===== config.mk =====
export PLATFORM = sky130hd
export DESIGN_NAME = fp_add_arbiter
export DESIGN_NICKNAME = d
export VERILOG_FILES = /design/src/rtl/fp_add_arbiter.sv
export SDC_FILE = /design/constraint.sdc
export NUM_CORES = 1
export LEC_CHECK = 0
export BUFFER_PORTS_ARGS = -buffer_cell sky130_fd_sc_hd__buf_2
export CAP_MARGIN = 10
export CORE_ASPECT_RATIO = 0.8
export CORE_MARGIN = 5
export CORE_UTILIZATION = 25
export CTS_CLUSTER_SIZE = 12
export DETAILED_ROUTE_END_ITERATION = 8
export HOLD_SLACK_MARGIN = 0.08
export PLACE_DENSITY_LB_ADDON = 0.3
export RECOVER_POWER = 50
export SLEW_MARGIN = 10
export SYNTH_ARGS = -nofsm -noshare
export SYNTH_HDL_FRONTEND = slang
export SYNTH_SLANG_ARGS = --single-unit

===== constraint.sdc =====
create_clock -name clk -period 5.55 [get_ports clk]
set_clock_uncertainty 0.2 [all_clocks]
set_input_delay 0.2775 -clock clk [delete_from_list [all_inputs] [get_ports clk]]
set_output_delay 0.2775 -clock clk [all_outputs]
set_load 0.05 [all_outputs]

===== src/rtl/fp_add_arbiter.sv =====
// Time-shares one single-precision adder among NUM_REQ clients with a round-robin grant.
// Only one operation is in flight; its result is returned tagged with the owning requester.
module fp_add_arbiter #(
  parameter int NUM_REQ     = 4,
  parameter int ADD_LATENCY = 2,
  parameter int ID_W        = $clog2(NUM_REQ)
) (
  input  logic                   clk,
  input  logic                   rst_n,
  input  logic [NUM_REQ-1:0]     req_valid,
  output logic [NUM_REQ-1:0]     req_ready,
  input  logic [32*NUM_REQ-1:0]  req_a,
  input  logic [32*NUM_REQ-1:0]  req_b,
  input  logic [NUM_REQ-1:0]     req_cmd,
  output logic [31:0]            add_number1,
  output logic [31:0]            add_number2,
  output logic                   add_command,
  input  logic                   add_sum1,
  input  logic [7:0]             add_sum2,
  input  logic [22:0]            add_sum3,
  output logic                   resp_valid,
  input  logic                   resp_ready,
  output logic [31:0]            resp_data,
  output logic [ID_W-1:0]        resp_id,
  output logic                   busy
);

  localparam int CNT_W  = (ADD_LATENCY > 1) ? $clog2(ADD_LATENCY) : 1;
  localparam int CAND_W = ID_W + 1;
  localparam logic [CNT_W-1:0] CNT_LOAD = CNT_W'(ADD_LATENCY - 1);
  localparam logic [ID_W-1:0]  LAST_ID  = ID_W'(NUM_REQ - 1);

  typedef enum logic [1:0] {
    IDLE,
    WAIT,
    RESP
  } state_e;

  state_e            state_q, state_d;
  logic [ID_W-1:0]   ptr_q, ptr_d;
  logic [CNT_W-1:0]  cnt_q, cnt_d;
  logic [31:0]       add_a_q, add_a_d;
  logic [31:0]       add_b_q, add_b_d;
  logic              add_cmd_q, add_cmd_d;
  logic              resp_valid_q, resp_valid_d;
  logic [31:0]       resp_data_q, resp_data_d;
  logic [ID_W-1:0]   resp_id_q, resp_id_d;

  logic              grant_found;
  logic [ID_W-1:0]   grant_idx;
  logic [CAND_W-1:0] cand;

  // Search from the pointer upward, wrapping at NUM_REQ rather than at the power of two.
  always_comb begin
    grant_found = 1'b0;
    grant_idx   = '0;
    cand        = '0;
    for (int i = 0; i < NUM_REQ; i++) begin
      cand = CAND_W'(ptr_q) + CAND_W'(i);
      if (cand >= CAND_W'(NUM_REQ)) begin
        cand = cand - CAND_W'(NUM_REQ);
      end
      if (!grant_found && req_valid[cand[ID_W-1:0]]) begin
        grant_found = 1'b1;
        grant_idx   = cand[ID_W-1:0];
      end
    end
  end

  always_comb begin
    state_d      = state_q;
    ptr_d        = ptr_q;
    cnt_d        = cnt_q;
    add_a_d      = add_a_q;
    add_b_d      = add_b_q;
    add_cmd_d    = add_cmd_q;
    resp_valid_d = resp_valid_q;
    resp_data_d  = resp_data_q;
    resp_id_d    = resp_id_q;
    req_ready    = '0;

    case (state_q)
      IDLE: begin
        if (grant_found && rst_n) begin
          req_ready = NUM_REQ'(1) << grant_idx;
          add_a_d   = req_a[{grant_idx, 5'd0} +: 32];
          add_b_d   = req_b[{grant_idx, 5'd0} +: 32];
          add_cmd_d = req_cmd[grant_idx];
          resp_id_d = grant_idx;
          cnt_d     = CNT_LOAD;
          state_d   = WAIT;
        end
      end
      WAIT: begin
        if (cnt_q == '0) begin
          resp_data_d  = {add_sum1, add_sum2, add_sum3};
          resp_valid_d = 1'b1;
          state_d      = RESP;
        end else begin
          cnt_d = cnt_q - 1'b1;
        end
      end
      RESP: begin
        // The next search starts just past the requester that was served.
        if (resp_ready) begin
          resp_valid_d = 1'b0;
          ptr_d        = (resp_id_q == LAST_ID) ? '0 : resp_id_q + 1'b1;
          state_d      = IDLE;
        end
      end
      default: begin
        state_d = IDLE;
      end
    endcase
  end

  always_ff @(posedge clk) begin
    if (!rst_n) begin
      state_q      <= IDLE;
      ptr_q        <= '0;
      cnt_q        <= '0;
      add_a_q      <= '0;
      add_b_q      <= '0;
      add_cmd_q    <= 1'b0;
      resp_valid_q <= 1'b0;
      resp_data_q  <= '0;
      resp_id_q    <= '0;
    end else begin
      state_q      <= state_d;
      ptr_q        <= ptr_d;
      cnt_q        <= cnt_d;
      add_a_q      <= add_a_d;
      add_b_q      <= add_b_d;
      add_cmd_q    <= add_cmd_d;
      resp_valid_q <= resp_valid_d;
      resp_data_q  <= resp_data_d;
      resp_id_q    <= resp_id_d;
    end
  end

  assign add_number1 = add_a_q;
  assign add_number2 = add_b_q;
  assign add_command = add_cmd_q;
  assign resp_valid  = resp_valid_q;
  assign resp_data   = resp_data_q;
  assign resp_id     = resp_id_q;
  assign busy        = (state_q != IDLE);

endmodule


Word-level counts from Yosys, hierarchy flattened:

Index checks and enable logic that the tools add are counted.

* logic and storage cells: 89
* register bits after elaboration: 105
* output and inout port bits: 105
* input bits: 299

* $add $sub $neg: 9
* shifts and indexed selects: 3
* order comparisons: 9
* reduce and logical (&&, ||, !) cells: 17
* mux-type cells: 35
* equality and inequality tests: 6
* bitwise logic cells: 1

Operator list (count)
* variable part select 128 x 8 -> 32 bit: 2
* two-way mux 2 bit: 12
* less-than comparator 2 x 3 -> 1 bit, second input constant: 5
* two-way mux 1 bit: 13
* binary-select mux 1 bit (select 2 bit): 5
* greater-or-equal comparator 3 bit, second input constant: 3
* two-way mux 4 bit: 2
* AND reduction 2 bit: 4
* subtractor 2 x 1 -> 2 bit, second input constant: 4
* adder 2 x 2 -> 3 bit, second input constant: 2
* inequality test 2 bit, second input constant: 3
* one-hot mux 2 bit (3 select lines): 1
* AND reduction 3 bit: 2
* nonzero test 2 bit: 3
* == test 2 bit, second input constant: 2
* logical AND 1 bit: 4
* one-hot mux 1 bit (2 select lines): 2
* left shift 1 x 2 -> 4 bit, first input constant: 1
* adder 2 x 1 -> 3 bit, second input constant: 1
* greater-or-equal comparator 2 x 3 -> 1 bit, second input constant: 1
* zero test 1 bit: 3
* adder 2 x 1 -> 2 bit, second input constant: 1
* == test 2 x 1 -> 1 bit, second input constant: 1
* zero test 2 bit: 1
* other kinds (2): 2

Depth between registers and ports, before layout:

* depth after elaboration: 17
* gate-level depth with buffers: 8
* depth with buffers taken out: 5

Worst setup path before layout:

No wires, ideal clock.

* kind: register to output
* from: reg state_q[0]
* to: out req_ready[1]
* slack: 2.683 ns
* data required time: 5.073 ns
* stages on the path, launching flop included: 8
* path buffers: 2
* arrival time: 2.389 ns
* cell sequence: dfxtp_1 or2_1 nor2_2 nand2_1 or2_1 clkbuf_1 buf_2 nor2_1

* longest elaborated chain between the ends: 2

Ends and longest elaborated chain
* start: declaration: line 39 `state_e state_q, state_d;`
* start signal: assignment: line 129 `state_q <= state_d;`
* zero test 2 bit: line 82 `case (state_q)`
* two-way mux 4 bit: line 82
* end: declaration: line 11 `output logic [NUM_REQ-1:0] req_ready,`

No other way between the ends.

Final worst setup path:

* from: reg ptr_q[0]
* to: reg add_a_q[31], in the netlist add_number1[31]

* longest elaborated chain between the ends: 16
* elaborated cells between the ends (all ways): 40
* classes of those cells: 7 x add/sub; 4 x order compare; 1 x shift; 20 x mux; 8 x reduce/logical

Ends and longest elaborated chain
* start: declaration: line 40 `logic [ID_W-1:0] ptr_q, ptr_d;`
* start signal: assignment: line 130 `ptr_q <= ptr_d;`
* parallel branches: the longest is 16 deep, another holds adder 2 x 1 -> 3 bit
* end signal: assignment: line 122 `add_a_q <= '0;`
* end signal: assignment: line 132 `add_a_q <= add_a_d;`
* end: declaration: line 42 `logic [31:0] add_a_q, add_a_d;`

Parallel ways; which one is timed is not known. The select of a mux whose other input is x is not followed.
A chain may end at the register's enable or synchronous reset.

==> impl_metrics.env <==
export IMPL_grt_pass1_wl_um=34800
export IMPL_cp_num_buf_inv=3
export IMPL_crit_required_ns=5.58
export IMPL_finalWirelength_um=23400
export IMPL_first_iter_violations=223
export IMPL_num_io_pins=404
export IMPL_syn_area_mm2=0.00525
export IMPL_path_class="register to register"
export IMPL_max_stage_delay_ns=0.63
export IMPL_period_needed_ns=3.75
export IMPL_final_cells=1425
export IMPL_synth_seq_area_share_pct=40.0
export IMPL_grt_pass1_vias=6867
export IMPL_ir_drop_v=0.000147
export IMPL_cpLargestDelayFamily="buffers and inverters"
export IMPL_htreeDepth=3
export IMPL_final_cell_mix="buf_2 (301), dlygate4sd3_1 (223), mux2i_1 (133)"
export IMPL_end_kind="register"
export IMPL_worstHoldPathType="input pin to register"
export IMPL_dp_hpwl_um=15500
export IMPL_setup_viol=0
export IMPL_antenna_found_initial=0
export IMPL_viasPerCell=4.59
export IMPL_gp_congestion=0.809
export IMPL_syn_to_final_growth_pct=86.9
export IMPL_cp_data_arrival_time_ns=3.78
export IMPL_multi_input_area_mm2=0.00291
export IMPL_synth_warnings=0
export IMPL_dieArea_mm2=0.0240
export IMPL_start_util_pct=25.4
export IMPL_final_max_slew_viol_count=0
export IMPL_clkTransAtPathRegs_ns=0.07
export IMPL_power_leakage_uw=0.00485
export IMPL_finalCritPeriodShare_pct=67.6
export IMPL_crit_chain="nor2b_1, or4b_1, and2_4, buf_4, mux2i_1, dlygate4sd3_1, o221ai_1, dlygate4sd3_1"
export IMPL_drc=0
export IMPL_crit_fanout=37
export IMPL_setup_tns_ns=0
export IMPL_ff_latch_area_mm2=0.00210
export IMPL_ant_nets=0
export IMPL_synth_top_area_share_pct=40.0
export IMPL_yosysTopAreaCell="dfxtp_1"
export IMPL_io_buffers=403
export IMPL_grt_max_degree=63
export IMPL_dr_pass1_iters=4
export IMPL_track_usage_pct=18.0
export IMPL_clk_path_buf_depth=2
export IMPL_cts_sinks=105
export IMPL_powerDensity_mw_per_mm2=261
export IMPL_yosysUniqueCellTypes=29
export IMPL_placed_cells=1185
export IMPL_die_h_um=140
export IMPL_cts_tree="done"
export IMPL_worstSetupStartpoint="ptr_q[0]"
export IMPL_yosys_top_cells_area="dfxtp_1 (40%), mux2i_1 (25%), o221ai_1 (11%)"
export IMPL_slew_headroom_pct=52.9
export IMPL_max_freq_ghz=0.267
export IMPL_final_common_cell="buf_2"
export IMPL_worstHoldStart="req_a[7]"
export IMPL_final_nets=1450
export IMPL_yosys_register_bits=105
export IMPL_rsz0062_at_grt="false"
export IMPL_postSynthAreaPerCell_um2=9.48
export IMPL_via_count=6543
export IMPL_clock_latency_ns=0.34
export IMPL_worst_slew_pin_slew_ns=0.705
export IMPL_cts_buffers=9
export IMPL_n_fill_cell=2007
export IMPL_row_count=47
export IMPL_r2r_start="ptr_q[0]"
export IMPL_start_kind="register"
export IMPL_netlist_instances=554
export IMPL_drv_cap=0
export IMPL_overflow=0
export IMPL_core_area_mm2=0.0207
export IMPL_cp_common_cell="dlygate4sd3_1"
export IMPL_syn_nets=854
export IMPL_layout_drive_gt1_share_pct=28.4
export IMPL_hold_viol=0
export IMPL_outcome="completed"
export IMPL_fp_dieW_um=172
export IMPL_root_buffer="clkbuf_16"
export IMPL_crit_slowest_cell="buf_4"
export IMPL_wl_per_cell_um=16.4
export IMPL_ctsResizeCount=0
==> worst register-to-register path, delay by kind of cell (launching register included) <==
| family | cells | cell delay, ns |
|---|---|---|
| AO/OA/AOI/OAI | 1 | 0.12 |
| buffers and inverters | 3 | 1.81 |
| AND/OR/NAND/NOR | 3 | 0.88 |
| multiplexers | 1 | 0.29 |
| flip-flops | 1 | 0.34 |
==> area by class of cell <==
cell class                      count  share of cell area, %
Tap cell                          269                   3.43
Clock inverter                      6                  0.574
Antenna cell                        1                 0.0255
Sequential cell                   105                   21.4
Clock buffer                       10                   2.33
Multi-Input combinational cell    402                   29.6
Timing Repair Buffer              632                   42.6
==> path summary, 6_finish.rpt <==
check	end	slack [ns]	cells past startpoint
worst max-delay path	add_number1[31]	1.80	8
worst max register to register	add_number1[31]	1.80	8
worst min register to register	resp_data[14]	0.27	2
worst min-delay path	add_number1[7]	0.12	3
==> state kept, by name (all words and copies together) (netlist names) <==
| signal | cells |
|---|---|
| add_number2 | 32 |
| add_number1 | 32 |
| resp_data | 32 |
| ptr_q | 2 |
| add_command | 1 |
| cnt_q | 1 |
| resp_id | 2 |
| resp_valid | 1 |
| state_q | 2 |
==> cell usage after synthesis (all sizes together) <==
cell / number
mux2i: 133
nand2: 132
dfxtp: 105
o221ai: 65
a21boi: 34
clkbuf: 26
buf: 21
nor2b: 9
nor2: 8
nor3b: 3
or2: 3
a21oi: 2
nor3: 2
and2: 1
ha: 1
nand2b: 1
nand3: 1
nand3b: 1
nor4: 1
o211a: 1
o21a: 1
o32a: 1
or4: 1
or4b: 1
==> kinds of logic (layout without fill, tap and decap cells) <==
| logic type | after synthesis | after routing | synth area share (%) |
|---|---|---|---|
| and+or+nand+nor | 164 | 164 | 13.0 |
| DFF | 105 | 105 | 40.0 |
| AOI/OAI and AO/OA | 104 | 104 | 16.4 |
| adders and majority gates | 1 | 1 | 0.238 |
| muxes | 133 | 133 | 25.4 |
| other | 0 | 1 | 0 |
| buffers and inverters | 47 | 648 | 4.91 |
==> metrics by stage <==
stage	area (um^2)	setup WS, ns	hold WS [ns]	util, %	power (uW)
after floorplan	5250	2.68	0.222	-	1490
after global placement	7420	2.68	0.239	35.8	1760
after detailed placement	7420	2.50	0.241	35.8	1760
after CTS	9940	1.88	0.0923	48.0	2600
after global routing	9810	1.62	0.126	47.4	2690
final	9810	1.80	0.117	47.4	2560
==> power breakdown <==
part	leakage (uW)	switching (uW)	internal, uW	total (uW)
Clock	0.000138	311	317	627
Sequential	0.000864	53.2	845	898
Combinational	0.00384	622	410	1030
==> routing by layer <==
metal | global-route usage, % | vias up | wire length [um]
li1 | - | 3218 | -
met1 | 19.5 | 2979 | 8920
met2 | 34.0 | 296 | 12100
met3 | 3.83 | 50 | 1660
met4 | 6.29 | 0 | 641
met5 | 0 | - | 0
==> repair_timing <==
item / in CTS / in global routing
buffers inserted: 0 / 0
hold endpoints to repair: 98 / 0
hold buffers: 223 / 0
No activity file was read; power rests on OpenSTA's default activity.
